`config.mk`:
```
export PLATFORM = sky130hd
export DESIGN_NAME = serial_in_flat
export DESIGN_NICKNAME = d
export VERILOG_FILES = /design/src/rtl/serial_in_pkg.sv /design/src/rtl/serial_in_if.sv /design/src/rtl/serial_in.sv /design/src/flat_wrapper.sv
export SDC_FILE = /design/constraint.sdc
export NUM_CORES = 1
export LEC_CHECK = 0
export ABC_AREA = 1
export BUFFER_PORTS_ARGS = -buffer_cell sky130_fd_sc_hd__buf_2
export CAP_MARGIN = 20
export CORE_MARGIN = 4
export CORE_UTILIZATION = 30
export DETAILED_ROUTE_END_ITERATION = 12
export GPL_TIMING_DRIVEN = 0
export PLACE_DENSITY_LB_ADDON = 0.1
export SLEW_MARGIN = 10
export SYNTH_ARGS = -nofsm -noshare
export SYNTH_HDL_FRONTEND = slang
export SYNTH_SLANG_ARGS = --single-unit
```
`constraint.sdc`:
```
create_clock -name clk -period 3.3 [get_ports clk]
set_input_delay 0.165 -clock clk [delete_from_list [all_inputs] [get_ports clk]]
set_output_delay 0.165 -clock clk [all_outputs]
set_load 0.01 [all_outputs]
```
`src/rtl/serial_in_pkg.sv`:
```
// Shared definitions for the serial_out -> serial_in link: frame geometry and
// receiver state encoding.
package serial_in_pkg;

  localparam int WIDTH = 16;
  localparam int CNT_W = 4;

  typedef enum logic {
    IDLE  = 1'b0,
    SHIFT = 1'b1
  } state_t;

  typedef logic [WIDTH-1:0] word_t;
  typedef logic [CNT_W-1:0] cnt_t;

  localparam cnt_t LAST_BIT = cnt_t'(WIDTH - 1);

  // The first sampled bit of a frame lands in bit 0 of an otherwise clear register.
  function automatic word_t first_bit(input logic d);
    return {{(WIDTH-1){1'b0}}, d};
  endfunction

endpackage

```
`src/rtl/serial_in_if.sv`:
```
// Frame-level signals between the serial source and the serial_in receiver.
interface serial_in_if;
  import serial_in_pkg::*;

  logic  start;
  logic  D;
  word_t dout;
  logic  valid;
  logic  busy;
  logic  abort;

  modport master (
    output start, D,
    input  dout, valid, busy, abort
  );

  modport slave (
    input  start, D,
    output dout, valid, busy, abort
  );

endinterface

```
`src/rtl/serial_in.sv`:
```
// Serial-to-parallel receiver: collects WIDTH bits MSB first after each start
// strobe and publishes the word with a one-cycle valid pulse.
//
// state | meaning
// IDLE  | waiting for start; dout holds the last completed word
// SHIFT | frame in progress; cnt bits already captured into shreg
module serial_in
  import serial_in_pkg::*;
(
  input  logic        clk,
  input  logic        rst,
  serial_in_if.slave  bus
);

  state_t state, state_nxt;
  word_t  shreg, shreg_nxt;
  cnt_t   cnt,   cnt_nxt;
  word_t  dout_q, dout_nxt;
  logic   valid_q, valid_nxt;
  logic   abort_q, abort_nxt;

  always_ff @(posedge clk or posedge rst) begin
    if (rst) begin
      state   <= IDLE;
      shreg   <= '0;
      cnt     <= '0;
      dout_q  <= '0;
      valid_q <= 1'b0;
      abort_q <= 1'b0;
    end else begin
      state   <= state_nxt;
      shreg   <= shreg_nxt;
      cnt     <= cnt_nxt;
      dout_q  <= dout_nxt;
      valid_q <= valid_nxt;
      abort_q <= abort_nxt;
    end
  end

  always_comb begin
    state_nxt = state;
    shreg_nxt = shreg;
    cnt_nxt   = cnt;
    dout_nxt  = dout_q;
    valid_nxt = 1'b0;
    abort_nxt = 1'b0;

    case (state)
      IDLE: begin
        if (bus.start) begin
          shreg_nxt = first_bit(bus.D);
          cnt_nxt   = cnt_t'(1);
          state_nxt = SHIFT;
        end
      end
      SHIFT: begin
        if (bus.start) begin
          // Restart: the partial word is dropped, dout keeps the last good frame.
          abort_nxt = 1'b1;
          shreg_nxt = first_bit(bus.D);
          cnt_nxt   = cnt_t'(1);
        end else begin
          shreg_nxt = {shreg[WIDTH-2:0], bus.D};
          cnt_nxt   = cnt + cnt_t'(1);
          if (cnt == LAST_BIT) begin
            dout_nxt  = {shreg[WIDTH-2:0], bus.D};
            valid_nxt = 1'b1;
            cnt_nxt   = '0;
            state_nxt = IDLE;
          end
        end
      end
      default: state_nxt = IDLE;
    endcase
  end

  assign bus.dout  = dout_q;
  assign bus.valid = valid_q;
  assign bus.abort = abort_q;
  assign bus.busy  = (state == SHIFT);

endmodule

```
`src/flat_wrapper.sv`:
```
// flat-port wrapper written by rule: the top's interface ports become plain ports
module serial_in_flat import serial_in_pkg::*;
  (clk, rst, bus_start, bus_D, bus_dout, bus_valid, bus_busy, bus_abort);
  serial_in_if bus_i ();
  input  logic clk;
  input  logic rst;
  input wire logic [$bits(bus_i.start)-1:0] bus_start;
  input wire logic [$bits(bus_i.D)-1:0] bus_D;
  output wire logic [$bits(bus_i.dout)-1:0] bus_dout;
  output wire logic [$bits(bus_i.valid)-1:0] bus_valid;
  output wire logic [$bits(bus_i.busy)-1:0] bus_busy;
  output wire logic [$bits(bus_i.abort)-1:0] bus_abort;
  assign bus_i.start = bus_start;
  assign bus_i.D = bus_D;
  assign bus_dout = bus_i.dout;
  assign bus_valid = bus_i.valid;
  assign bus_busy = bus_i.busy;
  assign bus_abort = bus_i.abort;
  serial_in u_core (.clk(clk), .rst(rst), .bus(bus_i));
endmodule
```
---- Word-level counts from Yosys, hierarchy flattened ----
Index checks and enable logic that the tools add are counted.
W data, S select, Z words.
cells by class
  add/sub/neg operators ................... 1
  equal/unequal tests ..................... 2
  muxes and demuxes ....................... 15
  bitwise operators ....................... 2
  reductions and logical operators ........ 1
operators with widths
  operator               number
  $mux W15               2
  $pmux W15 S2           1
  $mux W4                3
  $pmux W4 S2            1
  $mux W1                7
  $add A4 B1 Y4 const B  1
  $eq A4 B4 Y1 const B   1
  $reduce_and A3 Y1      1
  $ne A2 B2 Y1 const B   1
  $not A1 Y1             2
  $pmux W1 S2            1
storage, ports and cells
  register bits after elaboration ......... 38
  input port bits ......................... 4
  output and inout port bits .............. 19
  logic and storage cells ................. 27

---- Logic depth before layout (Yosys ltp) ----
Gate-level depths: netlist (run 1).
  word-level depth ........................ 4
  gate-level depth with buffers ........... 7
  gate-level depth less buffers ........... 6

---- Worst setup path before layout (run 1) ----
OpenSTA, ideal clock, no wires.
  kind .................................... register -> register
  start point ............................. reg u_core.cnt[0]
  end point ............................... reg u_core.dout_q[10], in the netlist u_core.bus.dout[10]
  setup time .............................. 0.120 ns
  arrival ................................. 1.122 ns
  data required time ...................... 3.180 ns
  path slack .............................. 2.058 ns
  stages on the path, launching flop included .. 6
  buffers on the path ..................... 1
  clock period less this slack ............ 1.242 ns
  cell sequence ........................... dfrtp_1 ha_1 nand3_4 buf_2 o21ai_1 nand2_1
between the ends
  cells in the longest elaborated chain, start to end .. 2
ends and longest elaborated chain
  what                                line             text
  from (decl)                         serial_in.sv:17  cnt_t cnt, cnt_nxt;
  from (signal assigned)              serial_in.sv:33  cnt <= cnt_nxt;
  $eq A4 B4 Y1                        serial_in.sv:65  if (cnt == LAST_BIT) begin
  $reduce_and A3 Y1 (no source line)  n/a
  to (signal assigned)                serial_in.sv:34  dout_q <= dout_nxt;
  to (decl)                           serial_in.sv:18  word_t dout_q, dout_nxt;
No other way between the ends.
A chain may end at the register's enable or synchronous reset.

---- Worst setup path in the final report (run 1) ----
  start point ............................. reg u_core.cnt[0]
  end point ............................... reg u_core.dout_q[8], in the netlist u_core.bus.dout[8]
The elaborated chain is that of the path after synthesis.

==> results of run 1 <==
cells in the mapped netlist (all sizes together):
library cell  number  area, um2
a21oi              2       10.0
nand2             43        161
nand3              6       42.5
ha                 1       12.5
dfrtp             38        951
nand4              1       6.26
nor2               3       35.0
inv               21       78.8
o22ai             13       81.3
o21ai             19       95.1
buf                6       42.5
nor3               1       5.00
where the power goes:
part	leakage (nW)	total, mW	switching (mW)	internal [mW]
Sequential	0.513	0.482	0.00740	0.474
Combinational	0.415	0.0415	0.0293	0.0121
Clock	0.0383	0.292	0.146	0.145
Total	0.966	0.815	0.183	0.632
routing by layer:
| layer | share of wire [%] | vias to the layer above | global-route usage (%) | wire, um |
|---|---|---|---|---|
| met5 | 0 | - | 0 | 0 |
| met4 | 2.4 | 0 | 5.67 | 72 |
| li1 | - | 555 | - | - |
| met1 | 47 | 517 | 14.1 | 1430 |
| met3 | 4.5 | 7 | 3.74 | 136 |
| met2 | 46 | 16 | 17.8 | 1400 |
worst max-delay path by stage:
stage	startpoint	to	slack, ns	cells after the start
2_1_floorplan	u_core.cnt[0]	u_core.bus.dout[10]	2.06	5
3_3_place_gp	rst	u_core.bus.dout[0]	1.73	2
3_5_place_dp	u_core.cnt[0]	u_core.bus.dout[7]	1.87	5
4_1_cts	u_core.cnt[0]	u_core.bus.dout[7]	1.86	5
5_1_grt	u_core.cnt[0]	u_core.bus.dout[11]	1.73	5
6_report	u_core.cnt[0]	u_core.bus.dout[8]	1.86	5
worst reg2reg max path: stages, from the launching register on:
cell and delay, ns:
dfrtp_1 0.41, ha_1 0.26, nand3_4 0.19, buf_2 0.25, o21ai_1 0.16, nand2_1 0.06
sequential cells by signal (all words and copies together), names as in the netlist:
register / cells
u_core.cnt: 4
u_core.bus.busy: 1
u_core.bus.valid: 1
u_core.shreg: 15
u_core.bus.dout: 16
u_core.bus.abort: 1
layout make-up:
class	instances	area, um2	area share [%]
Inverter	21	78.8	4.40
Multi-Input combinational cell	89	449	25.1
Clock buffer	7	76.3	4.26
Tap cell	67	83.8	4.68
Sequential cell	38	951	53.1
Timing Repair Buffer	22	110	6.15
Buffer	6	42.5	2.37
cells by family after synthesis:
| kind of cell | Yosys count | share of synthesized area [%] |
|---|---|---|
| fa+ha+maj | 1 | 0.822 |
| flops | 38 | 62.5 |
| buf+inv | 27 | 7.98 |
| compound gates | 34 | 12.3 |
| simple gates | 54 | 16.4 |
==> out/summary.txt, run 1 <==
Final Instance Area = 1790 um2
grt ovf = 0
WP buf/inv = 1
CTS H-tree lvls = 2
Finish-stage setup viols = 0
Crit Reg-Reg Endpoint = u_core.bus.dout[8]
register bit count reported by yosys = 38
area delta synth->final = 17.8%
drt initial violations = 36
fillers = 510
Syn Area/Cell = 9.88 um2
Overall Power = 0.815 mW
Max Clock Freq = 0.696 GHz
Hold Vio Cnt, Final = 0
Post-CTS Setup Inserts = 0
clock latency at the later pin of the worst-skew pair = 0.28 ns
initial antenna violation count = 0
Sink Count = 38
via count = 1095
first-pass GRT wire length = 5.46 mm
Top Family by Delay on Critical Path = flip-flops
r2r setup slk = 1.86 ns
Post-CTS Hold Fix Bufs = 0
drt pass-1 iters = 4
worst r2r src = u_core.cnt[0]
sequential-to-total area share from yosys stat = 62.5%
Die ar. = 6280 um2
pin count of the biggest net entering global routing = 39
status = complete, no violations
layout cells sized above 1 = 21.3%
total track usage = 11.4%
die height = 79.2 um
CP startpoint kind = flop
clock root buffer master = clkbuf_8
Worst setup EP type = flop
Syn Inst Count = 154
vias in the first global route = 1153
routed vias/inst = 4.38
CP Max Fanout = 10
Post-Layout Cell Count = 250
VDD IR-drop max = 0.000196 V
Starting Density = 31.6%
cell area power density = 455 nW/um2
setup ws final = 1.86 ns
post-synth cell types = 19
Place WS = 1.87 ns
clk slew on worst S/H paths = 0.07 ns
Post-Route WL = 3.04 mm
Worst Hold Class = in2async
Fin Hold WS = 0.0160 ns
Routability Congestion = 0.757
RSZ-0062 raised after global routing = no
CP cell instances = ha_1 > nand3_4 > buf_2 > o21ai_1 > nand2_1
Final #Nets = 188
synthesized area = 1520 um2
Area after DPL = 1720 um2
# rows = 25
YS warnings = 0
Max-Cap Viols = 0
worst-margin pin slew = 0.772 ns
Inst Count DP = 243
slowest stage delay, CP = 0.41 ns
CTS Buf Count = 5
Net Count, Synth = 159
Final Max Slew Viols = 0
Worst slew margin = 48.5%
CTS resizes = 0
Inserted Diodes = 0
Final TNS setup = 0 ns
Tmin final = 1.44 ns
drt drc = 0
wire per inst = 12.1 um
Ports = 23
Final ANT Viol Nets = 0
dpl hpwl = 2.13 mm
I/O Buffers = 22
slowest CP cell = dfrtp_1
Final period util = 43.5%
post-route clock skew = 0.00424 ns
leakage = 0.966 nW
R2R cell count = 5
most common cell after layout, fill and taps aside = nand2_1
final core utilization = 37.2%
clk buf depth = 2
most frequent cells in the layout = nand2_1 (43), dfrtp_1 (38), buf_2 (26)
crit path kind = reg2reg
TritonCTS clock tree = yes
Arrival @ worst endpoint = 1.61 ns
die width = 79.2 um
Core Box Area = 4820 um2
Worst EP required = 3.48 ns
Power figures use the tool's default switching activity.
==> run 2, diff against run 1 <==
- clock period: 3.3 -> 1.5 ns (I/O delays scaled with it)
==> run 2 against run 1 <==
Against the previous run: design area rose by 1.5%; critical endpoint unchanged; non-clock buffer count is 3 higher; critical path type unchanged; first-iteration DRC count grew 33%; worst hold slack got worse by 0.00064 ns; sequential power is 120% higher; routed wire length is 0.86% higher.
==> out/summary.txt, run 2 (synthesis gave the netlist of run 1 again) <==
status = complete, no violations
TritonCTS clock tree = yes
max reg flops = 16 (unchanged)
most common cell after layout, fill and taps aside = nand2_1
die width = 79.2 um (unchanged)
Worst slew margin = 48.5% (about the same)
r2r setup slk = 0.14 ns (-1.72 ns)
CTS Buf Count = 5 (unchanged)
Worst EP required = 1.68 ns (-1.80 ns)
Final Instance Area = 1820 um2 (+1.5%)
CP startpoint kind = flop
Max-Cap Viols = 0 (unchanged)
leakage = 0.980 nW (+1.5%)
Storage cell area = 951 um2 (unchanged)
Final ANT Viol Nets = 0 (unchanged)
Worst setup EP type = flop
drt pass-1 iters = 4 (unchanged)
Inserted Diodes = 0 (unchanged)
Core Box Area = 4820 um2 (unchanged)
Routability Congestion = 0.757 (unchanged)
Area after DPL = 1720 um2 (unchanged)
vias in the first global route = 1153 (unchanged)
worst r2r src = u_core.cnt[0]
CP Max Fanout = 10 (unchanged)
Final period util = 90.4% (+47 points)
Max Clock Freq = 0.737 GHz (+6.0%)
Arrival @ worst endpoint = 1.53 ns (-0.08 ns)
initial antenna violation count = 0 (unchanged)
most frequent cells in the layout = nand2_1 (43), dfrtp_1 (38), buf_2 (25)
Ports = 23 (unchanged)
Sink Count = 38 (unchanged)
total track usage = 11.4% (unchanged)
Worst Hold Class = in2reg
Hold Vio Cnt, Final = 0 (unchanged)
Post-Route WL = 3.06 mm (+0.86%)
layout cells sized above 1 = 22.0% (+0.73 points)
Die ar. = 6280 um2 (unchanged)
area delta synth->final = 19.6%
Starting Density = 31.6% (unchanged)
I/O Buffers = 22 (unchanged)
cell area power density = 986 nW/um2 (+120%)
VDD IR-drop max = 0.000430 V (+120%)
grt ovf = 0 (unchanged)
setup ws final = 0.144 ns (-1.72 ns)
post-route clock skew = 0.00444 ns (+0.000202 ns)
dpl hpwl = 2.13 mm (unchanged)
Final #Nets = 191 (+1.6%)
clk buf depth = 2 (unchanged)
Place WS = 0.0711 ns (-1.80 ns)
via count = 1111 (+1.5%)
# rows = 25 (unchanged)
crit path kind = reg2reg
first-pass GRT wire length = 5.46 mm (unchanged)
Final TNS setup = 0 ns (unchanged)
drt initial violations = 48 (+33%)
Final Max Slew Viols = 0 (unchanged)
routed vias/inst = 4.39 (+0.26%)
RSZ-0062 raised after global routing = no
clock root buffer master = clkbuf_8
hold path depth = 3
drt drc = 0 (unchanged)
multi-input logic area = 449 um2 (unchanged)
R2R cell count = 5 (unchanged)
fillers = 511 (+0.20%)
hold path start = bus_D
clock latency at the later pin of the worst-skew pair = 0.28 ns (about the same)
CTS H-tree lvls = 2 (unchanged)
Crit Reg-Reg Endpoint = u_core.bus.dout[8]
Tmin final = 1.36 ns (-0.0808 ns)
Finish-stage setup viols = 0 (unchanged)
wire per inst = 12.1 um (-0.34%)
clk slew on worst S/H paths = 0.07 ns (about the same)
worst-margin pin slew = 0.772 ns (-0.0000541 ns)
die height = 79.2 um (unchanged)
Worst Hold Path EP = u_core.bus.dout[0]
pin count of the biggest net entering global routing = 39 (unchanged)
-- run 2: worst max-delay path, cell delays in order (launching register included) --
cell,delay [ns]
dfrtp_1,0.41
ha_1,0.26
nand3_4,0.14
clkbuf_4,0.22
o21ai_1,0.16
nand2_1,0.06
-- run 2: how the worst max path moves through the flow --
stage             startpoint                   to  slack [ns]  cells past startpoint
2_1_floorplan  u_core.cnt[0]  u_core.bus.dout[10]        0.26                      5
4_1_cts        u_core.cnt[0]   u_core.bus.dout[7]        0.06                      5
5_1_grt        u_core.cnt[0]  u_core.bus.dout[11]        0.03                      5
6_report       u_core.cnt[0]   u_core.bus.dout[8]        0.14                      5
3_5_place_dp   u_core.cnt[0]   u_core.bus.dout[7]        0.07                      5
3_3_place_gp             rst   u_core.bus.dout[0]        0.02                      2
-- run 2: metrics by stage --
stage / power [mW] / hold slack (ns) / std cells / utilization (%)
2_1_floorplan: 1.14 / 0.148 / 154 / -
3_3_place_gp: 1.17 / 0.309 / 243 / 35.6
3_5_place_dp: 1.17 / 0.283 / 243 / 35.6
4_1_cts: 1.83 / 0.00720 / 251 / 37.4
5_1_grt: 1.88 / 0.0219 / 253 / 37.8
6_report: 1.79 / 0.0153 / 253 / 37.8
-- run 2: power by group --
group | internal, mW | switching [mW]
Sequential | 1.04 | 0.0163
Combinational | 0.0285 | 0.0649
Clock | 0.320 | 0.321
-- run 2: per-layer routing --
| layer | routed length, um | global-route usage [%] | part of all wire [%] |
|---|---|---|---|
| met1 | 1440 | 14.1 | 47 |
| met2 | 1410 | 17.8 | 46 |
| met3 | 136 | 3.74 | 4.4 |
| met4 | 72 | 5.67 | 2.4 |
| met5 | 0 | 0 | 0 |
-- run 2: area by class of cell --
cell class / count / share of cell area (%)
inverter: 21 / 4.33
clock buffer: 7 / 4.20
buffer: 6 / 2.48
tap: 67 / 4.61
sequential: 38 / 52.3
multi-input combinational: 89 / 24.7
timing repair buffer: 25 / 7.43
-- run 2: what timing repair did --
item	4_1_cts	5_1_grt
setup endpoints to repair	0	9
hold buffers	1	0
setup buffers	0	2
resized for setup	0	1
endpoints found under the hold margin	38	0
==> run 3, diff against run 2 <==
- ABC_AREA: 1 -> default
- BUFFER_PORTS_ARGS: -buffer_cell sky130_fd_sc_hd__buf_2 -> default
- DONT_BUFFER_PORTS: default -> 1
==> run 3 against run 2 <==
Against the previous run: register-to-register slack worse by 0.09 ns; design area rose by 1.4%; first-iteration DRC count decreased by 19%; routed wire length shrank 5.2%; highest routed layer unchanged; largest power group unchanged; clock power increased by 31%; synthesized area down 1.6%.
==> out/summary.txt, run 3 <==
status = complete, no violations
clock root buffer master = clkbuf_8
slowest stage delay, CP = 0.40 ns (about the same)
synth cell count leaders = dfrtp_1 (38), nor2_1 (17), mux2i_1 (15)
Worst EP required = 1.67 ns (about the same)
wire per inst = 15.0 um (+24%)
multi-input logic area = 581 um2 (+29%)
die width = 78.6 um (-0.74%)
Inserted Diodes = 0 (unchanged)
register bit count reported by yosys = 38 (unchanged)
final core utilization = 38.5% (+0.77 points)
I/O Buffers = 0 (-100%)
Synth Area in Compound Gates = 1.51% (-11 points)
leakage = 0.969 nW (-1.1%)
Max Clock Freq = 0.689 GHz (-6.5%)
Tmin final = 1.45 ns (+0.0948 ns)
YS warnings = 0 (unchanged)
Area contributors post-synth = dfrtp_1 (64%), mux2i_1 (10%), mux2_1 (6.8%), mux2_2 (6.0%), nor2_1 (4.3%)
Post-Route WL = 2.90 mm (-5.2%)
most common cell after layout, fill and taps aside = dfrtp_1
dpl hpwl = 1.72 mm (-19%)
die height = 78.6 um (-0.74%)
r2r setup slk = 0.05 ns (-0.09 ns)
Crit Reg-Reg Endpoint = u_core.bus.dout[11]
post-synth cell types = 21 (+2)
Die ar. = 6180 um2 (-1.5%)
Area after DPL = 1590 um2 (-7.6%)
Final Instance Area = 1840 um2 (+1.4%)
worst setup path startpoint = u_core.cnt[0]
post-synth top area share = 63.5% (+1.0 points)
Final period util = 96.7% (+6.3 points)
grt ovf = 0 (unchanged)
synthesized area = 1500 um2 (-1.6%)
total track usage = 10.3% (-1.1 points)
layout cells sized above 1 = 28.6% (+6.5 points)
CP cell instances = ha_4 > nand2_4 > nor3_4 > buf_6 > mux2_4
clock latency at the later pin of the worst-skew pair = 0.28 ns (about the same)
largest family of logic cells by synthesized area = multiplexers
hold path start = bus_start
Final TNS setup = 0 ns (unchanged)
routed vias/inst = 4.38 (-0.18%)
worst-margin pin slew = 0.791 ns (+0.0193 ns)
Sink Count = 38 (unchanged)
initial antenna violation count = 0 (unchanged)
sequential-to-total area share from yosys stat = 63.5% (+1.0 points)
Starting Density = 31.3% (-0.32 points)
Syn Inst Count = 109 (-29%)
Top Family by Delay on Critical Path = flip-flops
drt pass-1 iters = 4 (unchanged)
Fin Hold WS = 0.0795 ns (+0.0641 ns)
pin count of the biggest net entering global routing = 39 (unchanged)
slowest CP cell = dfrtp_1
post-route clock skew = 0.00583 ns (+0.00139 ns)
drt initial violations = 39 (-19%)
# rows = 25 (unchanged)
Synth async-reset ratio = 100% (unchanged)
simple-gate share of the synthesized area = 7.94% (-8.5 points)
first-pass GRT wire length = 4.84 mm (-11%)
xor and xnor area share after synthesis = 1.17% (+1.2 points)
Storage cell area = 952 um2 (+0.13%)
Final ANT Viol Nets = 0 (unchanged)
RSZ-0062 raised after global routing = yes
crit path kind = reg2reg
fillers = 464 (-9.2%)
adder-cell share of the synthesized area = 0.836% (+0.014 points)
WP buf/inv = 1 (unchanged)
R2R cell count = 5 (unchanged)
Crit path depth = 5 (unchanged)
post-synthesis mux area share = 22.8% (+23 points)
Worst slew margin = 47.2% (-1.3 points)
vias in the first global route = 940 (-18%)
Worst Hold Class = in2reg
CTS H-tree lvls = 2 (unchanged)
cell with the most instances after synthesis = dfrtp_1
Ports = 23 (unchanged)
via count = 846 (-24%)
clk slew on worst S/H paths = 0.08 ns (about the same)
Synth Flop Type = dfrtp_1
Hold Vio Cnt, Final = 0 (unchanged)
CTS Buf Count = 5 (unchanged)
area leader, netlist = dfrtp_1
area delta synth->final = 23.2%
CP Max Fanout = 5 (-5)
Finish-stage setup viols = 0 (unchanged)
CP startpoint kind = flop
clk buf depth = 2 (unchanged)
drt drc = 0 (unchanged)
Routability Congestion = 0.646 (-15%)
Overall Power = 2.03 mW (+13%)
Syn Area/Cell = 13.7 um2 (+39%)
Final Max Slew Viols = 0 (unchanged)
cell area power density = 1100 nW/um2 (+12%)
Arrival @ worst endpoint = 1.62 ns (+0.09 ns)
most frequent cells in the layout = dfrtp_1 (37), nor2_1 (17), mux2i_1 (15)
EDFF count, synth = 0 (unchanged)
max reg flops = 16 (unchanged)
Net Count, Synth = 114 (-28%)
worst r2r src = u_core.cnt[0]
Worst setup EP type = flop
VDD IR-drop max = 0.000556 V (+29%)
Core Box Area = 4790 um2 (-0.65%)
Final #Nets = 130 (-32%)
TritonCTS clock tree = yes
Max-Cap Viols = 0 (unchanged)
CP endpoint = u_core.bus.dout[11]
## run 3: worst min-delay path by stage
stage | endpoint | slack (ns) | depth (start not counted)
after detailed placement | u_core.bus.dout[14] | 0.17 | 1
after global placement | u_core.shreg[0] | 0.23 | 1
after CTS | u_core.shreg[0] | 0.06 | 2
after global routing | u_core.shreg[0] | 0.06 | 2
after floorplan | u_core.shreg[0] | 0.23 | 1
final | u_core.shreg[0] | 0.08 | 2
## run 3: cell families (layout without fill, tap and decap cells)
group	Yosys count	in the layout
buffers and inverters	6	23
multiplexers	32	32
adder cells (fa/ha/maj)	1	1
AO/OA/AOI/OAI	4	4
XOR/XNOR	2	2
AND/OR/NAND/NOR	26	26
flip-flops	38	38
## run 3: area by class of cell
cell class	instances	share of cell area, %
Clock buffer	5	3.73
Tap cell	67	4.55
Multi-Input combinational cell	65	31.5
Inverter	1	0.204
Buffer	5	1.56
Clock inverter	3	2.17
Timing Repair Buffer	9	4.68
Sequential cell	38	51.6
## run 3: metal layers
| layer | part of all wire [%] | routed length [um] | GRT usage (%) |
|---|---|---|---|
| met5 | 0 | 0 | 0 |
| met4 | 1.1 | 31 | 4.20 |
| met3 | 5.0 | 146 | 3.56 |
| met2 | 49 | 1420 | 16.2 |
| met1 | 45 | 1300 | 12.9 |
## run 3: power breakdown
group	total, mW	internal [mW]	switching [mW]
registers	1.08	1.05	0.0267
clock network	0.840	0.489	0.351
logic	0.118	0.0527	0.0655
total	2.03	1.59	0.443
## run 3: what timing repair did
item	CTS	global route
hold buffers	3	0
pin swaps	2	2
cloned	1	0
buffers inserted	5	0
hold endpoints to repair	41	0
gates resized for setup	19	1
setup endpoints to repair	16	16
## run 3: worst reg2reg max path, stage by stage, from the launching register on
cell	delay, ns
dfrtp_1	0.40
ha_4	0.17
nand2_4	0.05
nor3_4	0.24
buf_6	0.19
mux2_4	0.30
## run 3: stage by stage
stage,instances,worst slack [ns]
after floorplan,109,-0.0449
after global placement,176,-0.281
after detailed placement,176,-0.280
after CTS,193,-0.0293
after global routing,193,-0.00815
final,193,0.0491
